==> src/rtl/vga_timing_gen.sv <==
// Raster timing generator: pixel/line counters with decoded active video,
// active-low syncs, end-of-line and start-of-vertical-blanking strobes, and
// a wrapping frame counter. Default timing is 640x480@60 (800x525 total).
module vga_timing_gen #(
    parameter int H_ACTIVE = 640,
    parameter int H_FP     = 16,
    parameter int H_SYNC   = 96,
    parameter int H_BP     = 48,
    parameter int V_ACTIVE = 480,
    parameter int V_FP     = 10,
    parameter int V_SYNC   = 2,
    parameter int V_BP     = 33
) (
    input  logic       clk,
    input  logic       rst_n,
    input  logic       pix_en,
    output logic [9:0] x,
    output logic [9:0] y,
    output logic       active,
    output logic       hsync,
    output logic       vsync,
    output logic       line_end,
    output logic       next_frame,
    output logic [7:0] frame_count
);

    localparam int H_TOTAL = H_ACTIVE + H_FP + H_SYNC + H_BP;
    localparam int V_TOTAL = V_ACTIVE + V_FP + V_SYNC + V_BP;

    // Decode constants are 11 bits wide so a sync end landing exactly on
    // 1024 still compares correctly against the 10-bit counters.
    localparam logic [10:0] H_ACT_END = 11'(H_ACTIVE);
    localparam logic [10:0] HS_BEGIN  = 11'(H_ACTIVE + H_FP);
    localparam logic [10:0] HS_END    = 11'(H_ACTIVE + H_FP + H_SYNC);
    localparam logic [10:0] H_LAST    = 11'(H_TOTAL - 1);
    localparam logic [10:0] V_ACT_END = 11'(V_ACTIVE);
    localparam logic [10:0] VS_BEGIN  = 11'(V_ACTIVE + V_FP);
    localparam logic [10:0] VS_END    = 11'(V_ACTIVE + V_FP + V_SYNC);
    localparam logic [10:0] V_LAST    = 11'(V_TOTAL - 1);
    localparam logic [10:0] V_ACT_LST = 11'(V_ACTIVE - 1);

    generate
        if (H_TOTAL > 1024 || V_TOTAL > 1024) begin : g_size_check
            $error("vga_timing_gen: H_TOTAL/V_TOTAL exceed the 10-bit counter range");
        end
    endgenerate

    logic [10:0] x_w;
    logic [10:0] y_w;
    logic        x_last;
    logic        y_last;

    assign x_w    = {1'b0, x};
    assign y_w    = {1'b0, y};
    assign x_last = (x_w == H_LAST);
    assign y_last = (y_w == V_LAST);

    // Zero-latency decode straight from the counter registers.
    always_comb begin
        active     = (x_w < H_ACT_END) && (y_w < V_ACT_END);
        hsync      = !((x_w >= HS_BEGIN) && (x_w < HS_END));
        vsync      = !((y_w >= VS_BEGIN) && (y_w < VS_END));
        line_end   = pix_en && x_last;
        next_frame = pix_en && x_last && (y_w == V_ACT_LST);
    end

    // Raster counters and frame counter advance only on enabled pixel edges.
    always_ff @(posedge clk or negedge rst_n) begin
        if (!rst_n) begin
            x           <= '0;
            y           <= '0;
            frame_count <= '0;
        end else if (pix_en) begin
            if (x_last) begin
                x <= '0;
                y <= y_last ? 10'd0 : y + 10'd1;
            end else begin
                x <= x + 10'd1;
            end
            if (next_frame) begin
                frame_count <= frame_count + 8'd1;
            end
        end
    end

endmodule

==> config.mk <==
export PLATFORM = sky130hd
export DESIGN_NAME = vga_timing_gen
export DESIGN_NICKNAME = d
export VERILOG_FILES = /design/src/rtl/vga_timing_gen.sv
export SDC_FILE = /design/constraint.sdc
export NUM_CORES = 1
export LEC_CHECK = 0
export ABC_AREA = 1
export BUFFER_PORTS_ARGS = -buffer_cell sky130_fd_sc_hd__buf_2
export CORE_MARGIN = 5
export CORE_UTILIZATION = 25
export DETAILED_ROUTE_END_ITERATION = 6
export HOLD_SLACK_MARGIN = 0.02
export PLACE_DENSITY = 0.48
export SKIP_LAST_GASP = 1
export SLEW_MARGIN = 5
export SYNTH_ARGS = -nofsm -noshare
export SYNTH_HDL_FRONTEND = slang
export SYNTH_SLANG_ARGS = --single-unit
==> constraint.sdc <==
create_clock -name clk -period 1.4 [get_ports clk]
set_input_delay 0.14 -clock clk [delete_from_list [all_inputs] [get_ports clk]]
set_output_delay 0.14 -clock clk [all_outputs]
set_load 0.02 [all_outputs]
# == Yosys cells after proc, flatten, opt, wreduce, memory -nomap -nowiden ==
# Index checks and enable logic that the tools add are counted.
# totals
register_bits,28
input_bits,3
elab_cells,26
# classes
addsub,3
order_cmp,6
n_eq_ne,3
muxes,2
n_reduce_logical,9
# op_table
op,count
adder 10 x 1 -> 10 bit (second input constant),2
equality test 10 bit (second input constant),2
less-than comparator 10 bit (second input constant),2
less-than comparator 10 x 9 -> 1 bit (second input constant),2
2-to-1 mux 10 bit,2
equality test 10 x 9 -> 1 bit (second input constant),1
>= comparator 10 bit (second input constant),1
>= comparator 10 x 9 -> 1 bit (second input constant),1
adder 8 x 1 -> 8 bit (second input constant),1
logical AND 1 bit,5
AND reduction 2 bit,2
zero test 1 bit,2

# == Longest topological paths before layout ==
# Gate-level depths: netlist of run 1.
# depth
word_depth,4
depth_mapped,9
ltp_nobuf,9

# == Worst setup path after synthesis of run 1 ==
# Ideal clock, no wire load.
# synth_timing
kind,register to register
startpoint,register x[1]
endpoint,register y[0]
setup_time_ps,83
arrival_ps,1415
t_required_ps,1317
setup_slack_ps,-98
path_stages_with_launch,8
synth_period_minus_slack_ps,1498
path_cell_list,dfrtp_1 ha_1 inv_1 nor2_2 nand3_1 nor2_4 nand3_1 o21ai_0
# synth_between
elab_chain_cells,2
# synth_lines
item,line,text
"start, declared",17,"output logic [9:0] x,"
"start signal, assigned",78,x <= x + 10'd1;
equality test 10 bit,55,assign x_last = (x_w == H_LAST);
AND reduction 2 bit (no line),n/a,
"end signal, assigned",76,y <= y_last ? 10'd0 : y + 10'd1;
"end, declared",18,"output logic [9:0] y,"
# Every way passes these cells.
# A chain may end at the register's enable or synchronous reset.

# == Worst setup path in the final report of run 1 ==
# layout_timing
startpoint,register x[1]
endpoint,output port next_frame
# layout_between
elab_chain_cells,3
# layout_lines
item,line,text
equality test 10 bit,55,
logical AND 1 bit (2 in a row),64,next_frame = pix_en && x_last && (y_w == V_ACT_LST);
"end, declared",23,"output logic next_frame,"
# Every way passes these cells.

==> metrics.md, run 1 <==
| Metric | Value |
|---|---|
| Status | `complete, but fails checks` |
| Failing checks | `negative setup slack` |
| Crit path launch type | `flip-flop` |
| FFs w/ async S/R, synth | `between 90% and 100%` |
| Starting Density | `between 20% and 30%` |
| Area of the multi-input gates | `1010 µm²` |
| Die Y-Extent | `about 90 µm` |
| Peak VDD IR | `994 µV` |
| Worst-Margin Slew | `approximately 0.38 ns` |
| Min Hold Slack | `around 0.14 ns` |
| P&R area growth vs syn | `68.4%` |
| TritonCTS Sinks | `28` |
| Fill count | `639` |
| Clock Skews | `0.00260 ns` |
| Master of the slowest instance on the critical path | `dfrtp_2` |
| Synth unique cells | `24` |
| Worst Hold Path Cells | `2` |
| ANT cells | `0` |
| Mapped cell area | `1620 µm²` |
| Vias per std cell | `4.39` |
| CTS Buffer Depth | `2` |
| Ys Warns | `0` |
| Reg2Reg Depth | `9` |
| CP Class | `reg2out` |
| Drt initial violations | `82` |
| Leakage | `0.00139 µW` |
| First-pass GRT wire length | `7580 µm` |
| IO buf count | `35` |
| TritonCTS clock tree | `yes` |
| FF+latch area | `708 µm²` |
| Total power | `3140 µW` |
| Area leader, netlist | `dfrtp_1` |
| Largest net degree at the start of global routing | `17` |
| Util after Layout | `43.1%` |
| Worst-path cell chain | `ha_4, inv_2, nor2_4, nand4_4, nor2_4, buf_6` |
| DRC Markers | `0` |
| Vias in the first global route | `1640` |
| Max-capacitance violation count | `0` |
| Num CTS Buffers | `3` |
| Seq/Total Area, Yosys | `a little over two fifths` |
| Synth top cells by count | `62 x nand2_1, 29 x nor2_1, 28 x dfrtp_1` |
| Final #Nets | `about 320` |
| Wire length per cell | `11.7 µm` |
| Slew HR | `74.9%` |
| Detailed-route via count | `1687` |
| Worst skew pair latency | `approximately 0.27 ns` |
| Post-synth EDFFs | `0` |
| Row Count | `29` |
| Pre-CTS WS | `-0.00703 ns` |
| DIE AREA | `around 8000 µm²` |
| Initial antenna violation count | `0` |
| Slew Limit Fails | `0` |
| Total wire length | `roughly 4500 µm` |
| # setup viols final | `12` |
| Post-synthesis average cell area | `7.63 µm²` |
| Io pins | `36` |
| Cell seen most often among critical-path stages | `nor2_4` |
| RSZ-0062 raised after global routing | `yes` |
| Proportion of layout cells with a drive suffix above 1 | `50.8%` |
| Htree depth | `1` |
| HPWL after detailed placement | `around 3200 µm` |
| Critical Path RT | `1.26 ns` |
| Most used DFF post-synth | `dfrtp_1` |
| Fin crit period | `1.48 ns` |
| Largest fanout on the critical path | `2` |
| CP max stage delay | `0.41 ns` |
| Gate Count Post-Synth | `approximately 210` |
| Worst reg2reg setup slack | `-0.03 ns` |
| Worst setup EP type | `output pin` |
| Top cells by area, synth | `dfrtp_1 43%, nand2_1 14%, nor2_1 6.7%` |
| Power Dens Cells | `roughly 1200 nW/µm²` |
| Grt ovf | `0` |
| Share of the synthesized area in the top cell type | `43.3%` |
| Final WS setup | `-0.0836 ns` |
| Worst min path class | `in2reg` |
| Core Region | `6310 µm²` |
| Max frequency | `674 MHz` |
| Placer Congestion | `0.804` |
| TritonRoute pass-1 iters | `4` |
| Antenna viol nets, final | `0` |
| Final Hold Fails | `0` |
| Post-Syn Nets | `220` |
| Die width | `90.4 µm` |
| Period utilization | `106%` |
| Tot GR Track Use | `10.9%` |
| Synthesized flop and latch total | `28` |
| Clk root buf | `clkbuf_8` |
| CP arrival | `1.34 ns` |
| Count leader, synth | `nand2_1` |
| Worst-path clk slew | `~0.10 ns` |
| Setup TNS | `-0.301 ns` |
==> metrics by stage <==
stage          instances  instance area, µm²
3_3_place_gp         351                2140
6_report             384                2720
5_1_grt              384                2720
4_1_cts              376                2500
3_5_place_dp         351                2140
2_1_floorplan        212                1630
==> state kept, by name (all words and copies together) (netlist names) <==
signal       cells
x               10
y               10
frame_count      8
==> timing repair <==
item	in CTS	in global routing
setup buffers	20	9
hold buffers	1	0
resized for setup	40	51
endpoints found under the setup margin	17	28
pin swaps	16	16
endpoints found under the hold margin	13	0
cloned	0	1
==> per-layer routing <==
metal | wire length, µm | global-route usage [%]
met5 | 0 | 0
met4 | 38 | 2.23
met3 | 237 | 2.75
met2 | 2140 | 17.6
met1 | 2080 | 14.6
==> where the power goes <==
group	total, µW	switching (µW)	internal [µW]
logic	1410	758	655
registers	1080	131	945
clock network	650	267	383
total	3140	1160	1980
==> worst max-delay path, delay by kind of cell, from the launching register on <==
kind | cells | cell delay, ns
flip-flops | 1 | 0.41
adder cells (fa/ha/maj) | 1 | 0.14
AND/OR/NAND/NOR | 3 | 0.34
buffers and inverters | 2 | 0.17
==> final timing paths <==
path,end,start
hold reg to reg,frame_count[7]$_DFFE_PN0P_,frame_count[7]$_DFFE_PN0P_
min in group asynchronous,frame_count[2]$_DFFE_PN0P_,rst_n
setup reg to reg,x[1]$_DFFE_PN0P_,x[1]$_DFFE_PN0P_
max in group asynchronous,y[0]$_DFFE_PN0P_,rst_n
hold / removal,x[0]$_DFFE_PN0P_,pix_en
setup / recovery,next_frame,x[1]$_DFFE_PN0P_
==> kinds of logic after synthesis <==
group	after synthesis	share of synthesized area, %
compound gates	16	5.26
buf+inv	29	7.51
simple gates	124	34.6
flops	28	43.3
fa+ha+maj	5	3.87
xor+xnor	10	5.42
==> cell usage in the layout, fill, tap and decap left out, types with 3 or more instances in the layout <==
cell type / instances
xor2_1: 9
nand3_1: 11
nand3_2: 3
inv_2: 8
buf_6: 15
inv_1: 17
nand2_2: 9
nor2_1: 19
dfrtp_1: 22
clkbuf_8: 3
nor2_4: 11
nor3_4: 3
o21ai_0: 4
o21ai_2: 3
nand2_4: 4
ha_1: 3
o21ai_1: 4
nand2_1: 50
dfrtp_2: 6
nand3b_1: 3
buf_4: 45
buf_2: 30
nand4_1: 4
nor2_2: 3
==> area by class of cell <==
type / instances / area share [%]
flip-flops and latches: 28 / 26.0
clock inverters: 1 / 1.10
well taps: 77 / 3.54
multi-input cells: 155 / 37.3
inverters: 26 / 3.68
clock buffers: 3 / 1.52
repair buffers: 94 / 26.9
Power figures use the tool's default switching activity.
==> run 2: changes to the inputs <==
--- a/config.mk
+++ b/config.mk
@@ -5,13 +5,13 @@
 export SDC_FILE = /design/constraint.sdc
 export NUM_CORES = 1
 export LEC_CHECK = 0
-export ABC_AREA = 1
 export BUFFER_PORTS_ARGS = -buffer_cell sky130_fd_sc_hd__buf_2
 export CORE_MARGIN = 5
 export CORE_UTILIZATION = 25
 export DETAILED_ROUTE_END_ITERATION = 6
 export HOLD_SLACK_MARGIN = 0.02
 export PLACE_DENSITY = 0.48
+export RECOVER_POWER = 50
 export SKIP_LAST_GASP = 1
 export SLEW_MARGIN = 5
 export SYNTH_ARGS = -nofsm -noshare
==> run 2 against run 1 <==
Against the previous run: sequential power is 13% lower; area after synthesis down 8.5%; utilization grew 2.2 points; clock power decreased by 29%; sequential share of layout area grew 0.83 points; the flow still finishes with violations (negative setup slack); worst setup slack got worse by 0.16 ns; highest routed layer unchanged; register-to-register slack worse by 0.22 ns; critical endpoint is now y[9]$_DFFE_PN0P_; count of clock-buffer cells in the layout rose by 1; critical path depth did not move; routed wire length is 3.0% higher.
==> metrics.md, run 2 <==
| Metric | Value |
|---|---|
| # setup viols final | `22` |
| Final WS setup | `-0.247 ns` |
| Worst min path class | `in2reg` |
| Logic pwr share | `33.3%` |
| Flop pwr share | `44.7%` |
| CTS Buffer Depth | `2` |
| Initial antenna violation count | `0` |
| Final Hold Fails | `0` |
| R2r endpoint | `y[9]$_DFFE_PN0P_` |
| Drt initial violations | `30` |
| Largest family of logic cells by synthesized area | `simple AND/OR/NAND/NOR gates` |
| Slew HR | `between 40% and 50%` |
| Largest net degree at the start of global routing | `16` |
| Top flop regs | `x (10), y (10), frame_count (8)` |
| Leakage | `0.00141 µW` |
| Most common cell after layout, fill and taps aside | `buf_4` |
| FFs w/ async S/R, synth | `between 90% and 100%` |
| Htree depth | `1` |
| Reg2Reg Depth | `6` |
| DIE AREA | `7550 µm²` |
| Most frequent cells in the layout | `54 x buf_4, 28 x buf_2, 19 x dfrtp_1, 19 x buf_6, 15 x xor2_1` |
| Post-Synth Adder-Cell Area | `4.23%` |
| Post-synth EDFFs | `0` |
| CP max stage delay | `0.41 ns` |
| Worst-path clk slew | `0.10 ns` |
| Placer Congestion | `0.794` |
| Clock share of power | `about 22%` |
| First-pass GRT wire length | `7450 µm` |
| IO buf count | `35` |
| Max-capacitance violation count | `0` |
| Mux cell area share after synthesis | `1.44%` |
| P&R area growth vs syn | `79.4%` |
| Synthesized flop and latch total | `28` |
| Worst reg2reg setup slack | `-0.25 ns` |
| Gate Count Post-Synth | `around 150` |
| Worst-path cell chain | `ha_4, and4_4, buf_6, nand4_4, or4_1, a21oi_1` |
| Clock Skews | `0.00492 ns` |
| Io pins | `36` |
| Util after Layout | `45.3%` |
| Reg-to-reg startpoint | `x[0]$_DFFE_PN0P_` |
| Max frequency | `607 MHz` |
| Critical Path End | `y[9]$_DFFE_PN0P_` |
| Post-Syn Nets | `~150` |
| HPWL after detailed placement | `3150 µm` |
| RSZ-0062 raised after global routing | `yes` |
| Share of the synthesized area in the top cell type | `roughly 47%` |
| Antenna viol nets, final | `0` |
| Vias per std cell | `4.57` |
| Switching Fraction | `between 30% and 40%` |
| Master of the slowest instance on the critical path | `or4_1` |
| Final #Nets | `263` |
| Slew Limit Fails | `0` |
| Net Sw Power | `687 µW` |
| Cell-internal power | `1410 µW` |
| Seq/Total Area, Yosys | `between 40% and 50%` |
| Top cells by area, synth | `dfrtp_1 47%, xor2_1 8.9%, nand3_1 4.7%` |
| Die Y-Extent | `~87 µm` |
| CP Class | `reg2reg` |
| Cell Count, Final, Fillers Out | `roughly 330` |
| Worst-Margin Slew | `0.807 ns` |
| Grt peak-use layer | `met2` |
| Count leader, synth | `dfrtp_1` |
| Post-synthesis average cell area | `10.2 µm²` |
| Status | `complete, but fails checks` |
| Starting Density | `25.3%` |
| Row Count | `28` |
| Failing checks | `negative setup slack` |
| Wire length per cell | `14.1 µm` |
| Post-synthesis simple-gate area fraction | `27.2%` |
| TritonRoute pass-1 iters | `4` |
| Ys Warns | `0` |
| ANT cells | `0` |
| Critical Path RT | `~1.6 ns` |
| Synth Area in Compound Gates | `5.58%` |
| Grt met2 use | `21.6%` |
| CP delay by family, top | `simple AND/OR/NAND/NOR gates` |
| DP Cell Count | `around 300` |
| Period utilization | `118%` |
| Crit path launch type | `flip-flop` |
| TritonCTS clock tree | `yes` |
| Most used DFF post-synth | `dfrtp_1` |
| Grt ovf | `0` |
| Area leader, netlist | `dfrtp_1` |
| Total wire length | `4640 µm` |
| Num CTS Buffers | `3` |
| Power Dens Cells | `790 nW/µm²` |
| Tot GR Track Use | `12.5%` |
| Vias in the first global route | `approximately 1.5k` |
| CP startpoint | `x[0]$_DFFE_PN0P_` |
| Met1 GRT Util | `15.9%` |
| Clk root buf | `clkbuf_8` |
| CP arrival | `1.85 ns` |
| Core Region | `roughly 5900 µm²` |
| Proportion of layout cells with a drive suffix above 1 | `58.7%` |
| Buf/Inv on CP | `1` |
| Worst setup EP type | `flip-flop` |
| TritonCTS Sinks | `28` |
| XOR/XNOR Fraction of Synth Area | `10.7%` |
| Peak VDD IR | `614 µV` |
| DRC Markers | `0` |
| Die width | `86.9 µm` |
| Setup TNS | `-2.78 ns` |
| Worst skew pair latency | `0.27 ns` |
| Critical path depth | `6` |
| Fin crit period | `approximately 1.6 ns` |
| Largest fanout on the critical path | `4` |
| Synth top cells by count | `28 x dfrtp_1, 15 x xor2_1, 14 x nand3_1` |
| M3 GR Usage | `3.12%` |
| Synth unique cells | `30` |
| Detailed-route via count | `1505` |
| Mapped cell area | `1480 µm²` |
==> run 2: per-layer routing <==
layer	part of all wire, %	routed length, µm
met5	0	0
met4	0.93	43
met3	7.2	332
met2	49	2280
met1	43	1980
==> run 2: final cells by class <==
| class | instances | area, µm² |
|---|---|---|
| clock buffer | 4 | 45.0 |
| fill | 554 | 3200 |
| tap | 75 | 93.8 |
| inverter | 8 | 32.5 |
| timing repair buffer | 107 | 803 |
| sequential | 28 | 712 |
| multi-input combinational | 107 | 966 |
==> run 2: per-stage QoR <==
step | setup WS [ns] | total power [µW] | cell area [µm²] | hold slack (ns)
3_3_place_gp | -0.252 | 1540 | 2110 | 0.0716
4_1_cts | -0.238 | 2110 | 2550 | 0.196
2_1_floorplan | -0.332 | 1240 | 1530 | -0.156
5_1_grt | -0.316 | 2230 | 2650 | 0.183
3_5_place_dp | -0.291 | 1540 | 2110 | 0.0791
6_report | -0.247 | 2090 | 2650 | 0.193
==> run 2: logic make-up after synthesis <==
family,after synthesis
buffers and inverters,10
multiplexers,2
AND/OR/NAND/NOR,67
AO/OA/AOI/OAI,15
adder cells (fa/ha/maj),5
XOR/XNOR,18
flip-flops,28
==> run 2: worst min path at each step <==
| stage | startpoint | endpoint | cells after the start |
|---|---|---|---|
| finish | pix_en | x[1]$_DFFE_PN0P_ | 3 |
| global route | pix_en | x[1]$_DFFE_PN0P_ | 3 |
| CTS | pix_en | x[0]$_DFFE_PN0P_ | 3 |
| detailed placement | rst_n | frame_count[5]$_DFFE_PN0P_ | 1 |
| global placement | rst_n | frame_count[5]$_DFFE_PN0P_ | 1 |
| floorplan | rst_n | frame_count[0]$_DFFE_PN0P_ | 0 |
==> run 2: power groups by stage <==
| stage | Combinational (µW) | Clock (µW) | Sequential (µW) |
|---|---|---|---|
| 3_3_place_gp | 596 | 0 | 942 |
| 6_report | 698 | 460 | 936 |
| 4_1_cts | 687 | 488 | 939 |
| 2_1_floorplan | 163 | 0 | 1080 |
| 5_1_grt | 765 | 522 | 945 |
| 3_5_place_dp | 594 | 0 | 949 |
==> run 2: worst min-delay path, stage by stage <==
cell     delay, ns
buf_2         0.09
buf_4         0.14
o21ai_1       0.06
==> run 2: what timing repair did <==
item                       in CTS  in global routing
pin swaps                      20                 16
setup buffers                  23                  6
hold endpoints to repair       13                  0
setup endpoints to repair      27                 27
gates resized for setup        51                 21
gates cloned                    0                  0
hold buffers                    1                  0
==> run 3: changes to the inputs <==
--- a/config.mk
+++ b/config.mk
@@ -7,10 +7,10 @@
 export LEC_CHECK = 0
 export BUFFER_PORTS_ARGS = -buffer_cell sky130_fd_sc_hd__buf_2
 export CORE_MARGIN = 5
-export CORE_UTILIZATION = 25
+export CORE_UTILIZATION = 50
 export DETAILED_ROUTE_END_ITERATION = 6
 export HOLD_SLACK_MARGIN = 0.02
-export PLACE_DENSITY = 0.48
+export PLACE_DENSITY = 0.8
 export RECOVER_POWER = 50
 export SKIP_LAST_GASP = 1
 export SLEW_MARGIN = 5
==> constraint.sdc (replaced) <==
create_clock -name clk -period 1.4 [get_ports clk]
set_input_delay 0.35 -clock clk [delete_from_list [all_inputs] [get_ports clk]]
set_output_delay 0.35 -clock clk [all_outputs]
set_load 0.02 [all_outputs]
==> run 3 against run 2 <==
Against the previous run: the flow now stops in global routing; area after synthesis stayed put; synthesized cell count stayed put.
==> metrics.md, run 3 <==
| Metric | Value |
|---|---|
| Fail Step | `global routing` |
| IO buf count | `35` |
| Synth top cells by count | `28 x dfrtp_1, 15 x xor2_1, 14 x nand3_1` |
| Io pins | `36` |
| Area leader, netlist | `dfrtp_1` |
| Mapped cell area | `1480 µm²` |
| Most used DFF post-synth | `dfrtp_1` |
| TritonCTS Sinks | `28` |
| Num CTS Buffers | `3` |
| Ys Warns | `0` |
| Die width | `64.4 µm` |
| HPWL after detailed placement | `3100 µm` |
| Top cells by area, synth | `dfrtp_1 47%, xor2_1 8.9%, nand3_1 4.7%` |
| CTS Buffer Depth | `2` |
| Status | `stopped before the end` |
| Synthesized flop and latch total | `28` |
| Gate Count Post-Synth | `145` |
| Placer Congestion | `a little over 0.9` |
| Die Y-Extent | `roughly 64 µm` |
| Starting Density | `52.7%` |
| Htree depth | `1` |
| Post-synth EDFFs | `0` |
| Worst endpoint type | `output port` |
| Share of the synthesized area in the top cell type | `47.4%` |
| Synth unique cells | `30` |
| Largest net degree at the start of global routing | `17` |
| Row Count | `19` |
| Post-synthesis average cell area | `10.2 µm²` |
| Count leader, synth | `dfrtp_1` |
| Seq/Total Area, Yosys | `47.4%` |
| Placed Instance Area | `2050 µm²` |
| Post-Syn Nets | `153` |
| Crit. endpoint post-GRT repair | `next_frame` |
| Run Error | `[ERROR DPL-0038] Utilization greater than 100%, impossible to legalize` |
| FFs w/ async S/R, synth | `100%` |
| Clk root buf | `clkbuf_4` |
==> run 3: cell counts after synthesis <==
Identical to the previous run, type by type.
==> run 3: cell families after synthesis <==
| group | after synthesis | share of synthesized area, % |
|---|---|---|
| AND/OR/NAND/NOR | 67 | 27.2 |
| flip-flops | 28 | 47.4 |
| XOR/XNOR | 18 | 10.7 |
| AO/OA/AOI/OAI | 15 | 5.58 |
| buffers and inverters | 10 | 3.55 |
| adder cells (fa/ha/maj) | 5 | 4.23 |
| multiplexers | 2 | 1.44 |
==> run 3: per-stage QoR <==
stage	setup TNS, ns	hold WS (ns)	std cells	utilization, %	setup slack, ns
2_1_floorplan	-3.52	0.0544	145	-	-0.332
3_3_place_gp	-4.07	0.263	250	72.9	-0.287
3_5_place_dp	-5.32	0.270	250	72.9	-0.347
4_1_cts	-5.78	0.332	269	91.2	-0.500
==> run 3: timing repair <==
action,in CTS
buffers inserted,17
endpoints found under the hold margin,12
setup endpoints to repair,48
hold buffers,1
resized for setup,98
pin swaps,24
==> run 4: changes to the inputs <==
--- a/config.mk
+++ b/config.mk
@@ -7,10 +7,9 @@
 export LEC_CHECK = 0
 export BUFFER_PORTS_ARGS = -buffer_cell sky130_fd_sc_hd__buf_2
 export CORE_MARGIN = 5
-export CORE_UTILIZATION = 50
+export CORE_UTILIZATION = 35
 export DETAILED_ROUTE_END_ITERATION = 6
-export HOLD_SLACK_MARGIN = 0.02
-export PLACE_DENSITY = 0.8
+export PLACE_DENSITY_LB_ADDON = 0.15
 export RECOVER_POWER = 50
 export SKIP_LAST_GASP = 1
 export SLEW_MARGIN = 5
==> run 4 against run 3 <==
Against the previous run: the flow now finishes, with violations (negative setup slack).
==> metrics.md, run 4 (synthesized netlist as in run 2, its figures left out) <==
| Metric | Value |
|---|---|
| TritonCTS clock tree | `yes` |
| Num CTS Buffers | `3` |
| Slew Limit Fails | `0` |
| RSZ-0062 raised after global routing | `yes` |
| Reg2Reg Depth | `5` |
| Power Dens Cells | `880 nW/µm²` |
| Row Count | `23` |
| Core Region | `4060 µm²` |
| Hold buffer count at CTS | `0` |
| Worst skew pair latency | `0.28 ns` |
| Final Hold Fails | `0` |
| Worst setup EP type | `output pin` |
| Met1 GRT Util | `18.7%` |
| Period utilization | `128%` |
| Top flop regs | `x (10), y (10), frame_count (8)` |
| Worst-path clk slew | `roughly 0.11 ns` |
| Final WS setup | `-0.394 ns` |
| FF+latch area | `713 µm²` |
| DP Cell Count | `269` |
| TritonCTS Sinks | `28` |
| CP arrival | `1.44 ns` |
| Peak VDD IR | `a little over 1000 µV` |
| Status | `complete, but fails checks` |
| Worst min path class | `in2async` |
| Max frequency | `557 MHz` |
| Io pins | `36` |
| IO buf count | `35` |
| Proportion of layout cells with a drive suffix above 1 | `62.5%` |
| Grt met2 use | `27.9%` |
| Total wire length | `approximately 4500 µm` |
| Fill count | `300` |
| Max-capacitance violation count | `0` |
| Placer Congestion | `about 0.8` |
| Finished Cell Area | `2720 µm²` |
| Reg-to-reg startpoint | `x[7]$_DFFE_PN0P_` |
| M3 GR Usage | `3.20%` |
| DIE AREA | `around 5600 µm²` |
| Wire length per cell | `around 15 µm` |
| Crit path launch type | `flip-flop` |
| Detailed-route via count | `between 1.5k and 2k` |
| Most frequent cells in the layout | `40 x buf_4, 34 x buf_6, 24 x buf_2` |
| Vias in the first global route | `1537` |
| Vias per std cell | `5.07` |
| Slew HR | `about half` |
| Clock Skews | `0.0102 ns` |
| P&R area growth vs syn | `84.1%` |
| Failing checks | `negative setup slack` |
| Die width | `75.0 µm` |
| Grt peak-use layer | `met2` |
| Worst-Margin Slew | `0.724 ns` |
| Htree depth | `1` |
| TritonRoute pass-1 iters | `4` |
| Final #Nets | `257` |
| CP Class | `reg2out` |
| Placed Instance Area | `2070 µm²` |
| # setup viols final | `29` |
| Worst reg2reg setup slack | `-0.33 ns` |
| HPWL after detailed placement | `2830 µm` |
| R2r endpoint | `y[9]$_DFFE_PN0P_` |
| Grt ovf | `0` |
| DRC Markers | `0` |
| Clk root buf | `clkbuf_8` |
| CTS Buffer Depth | `2` |
| Pre-CTS WS | `-0.313 ns` |
| Initial antenna violation count | `0` |
| Largest fanout on the critical path | `2` |
| Largest net degree at the start of global routing | `29` |
| Leakage | `between 0.001 and 0.0015 µW` |
| Tot GR Track Use | `between 10% and 20%` |
| Die Y-Extent | `75.0 µm` |
| Drt initial violations | `33` |
| Antenna viol nets, final | `0` |
| Cell Count, Final, Fillers Out | `298` |
| Area of the multi-input gates | `about 1000 µm²` |
| Most common cell after layout, fill and taps aside | `buf_4` |
| Util after Layout | `67.1%` |
| First-pass GRT wire length | `6850 µm` |
| Fin crit period | `approximately 1.8 ns` |
| Starting Density | `36.4%` |
| ANT cells | `0` |
| Critical Path RT | `1.05 ns` |
==> run 4: per-stage QoR <==
stage | total power (µW) | hold WS [ns] | setup TNS, ns
floorplan | 1250 | 0.0544 | -3.52
global placement | 1550 | 0.313 | -3.38
detailed placement | 1570 | 0.313 | -3.97
CTS | 2330 | 0.00449 | -5.45
global route | 2510 | 0.267 | -6.80
finish | 2400 | 0.193 | -4.84
==> run 4: cell type report <==
class                           instances  area share (%)
Multi-Input combinational cell        107            36.7
Tap cell                               50            2.30
Clock buffer                            3            1.52
Timing Repair Buffer                  101            31.0
Clock inverter                          1            1.10
Sequential cell                        28            26.2
Inverter                                8            1.19
==> run 4: how the worst max path moves through the flow <==
stage,slack (ns),endpoint,cells past startpoint,start
after floorplan,-0.33,frame_count[1]$_DFFE_PN0P_,6,x[1]$_DFFE_PN0P_
after global routing,-0.45,next_frame,5,x[1]$_DFFE_PN0P_
after CTS,-0.39,next_frame,5,x[1]$_DFFE_PN0P_
after detailed placement,-0.31,y[9]$_DFFE_PN0P_,6,x[1]$_DFFE_PN0P_
final,-0.39,next_frame,4,y[5]$_DFFE_PN0P_
after global placement,-0.26,y[9]$_DFFE_PN0P_,6,x[1]$_DFFE_PN0P_
==> run 4: routing by layer <==
layer | vias to the layer above | part of all wire, %
met5 | - | 0
met4 | 0 | 1.3
li1 | 726 | -
met3 | 8 | 4.3
met1 | 745 | 39
met2 | 33 | 55
==> run 4: report_power, final <==
group	total, µW	internal (µW)	switching (µW)
registers	941	882	59.7
clock network	644	383	261
logic	809	396	414
==> run 4: critical path, stage by stage, from the launching register on <==
cell and delay (ns):
dfrtp_2 0.42, and3b_1 0.25, nand4b_1 0.20, nor2_4 0.18, buf_6 0.13
==> run 4: repair_timing <==
action	in CTS	in global routing
endpoints found under the hold margin	0	0
endpoints found under the setup margin	24	35
gates resized for setup	57	48
pin swaps	21	24
buffers inserted	18	11
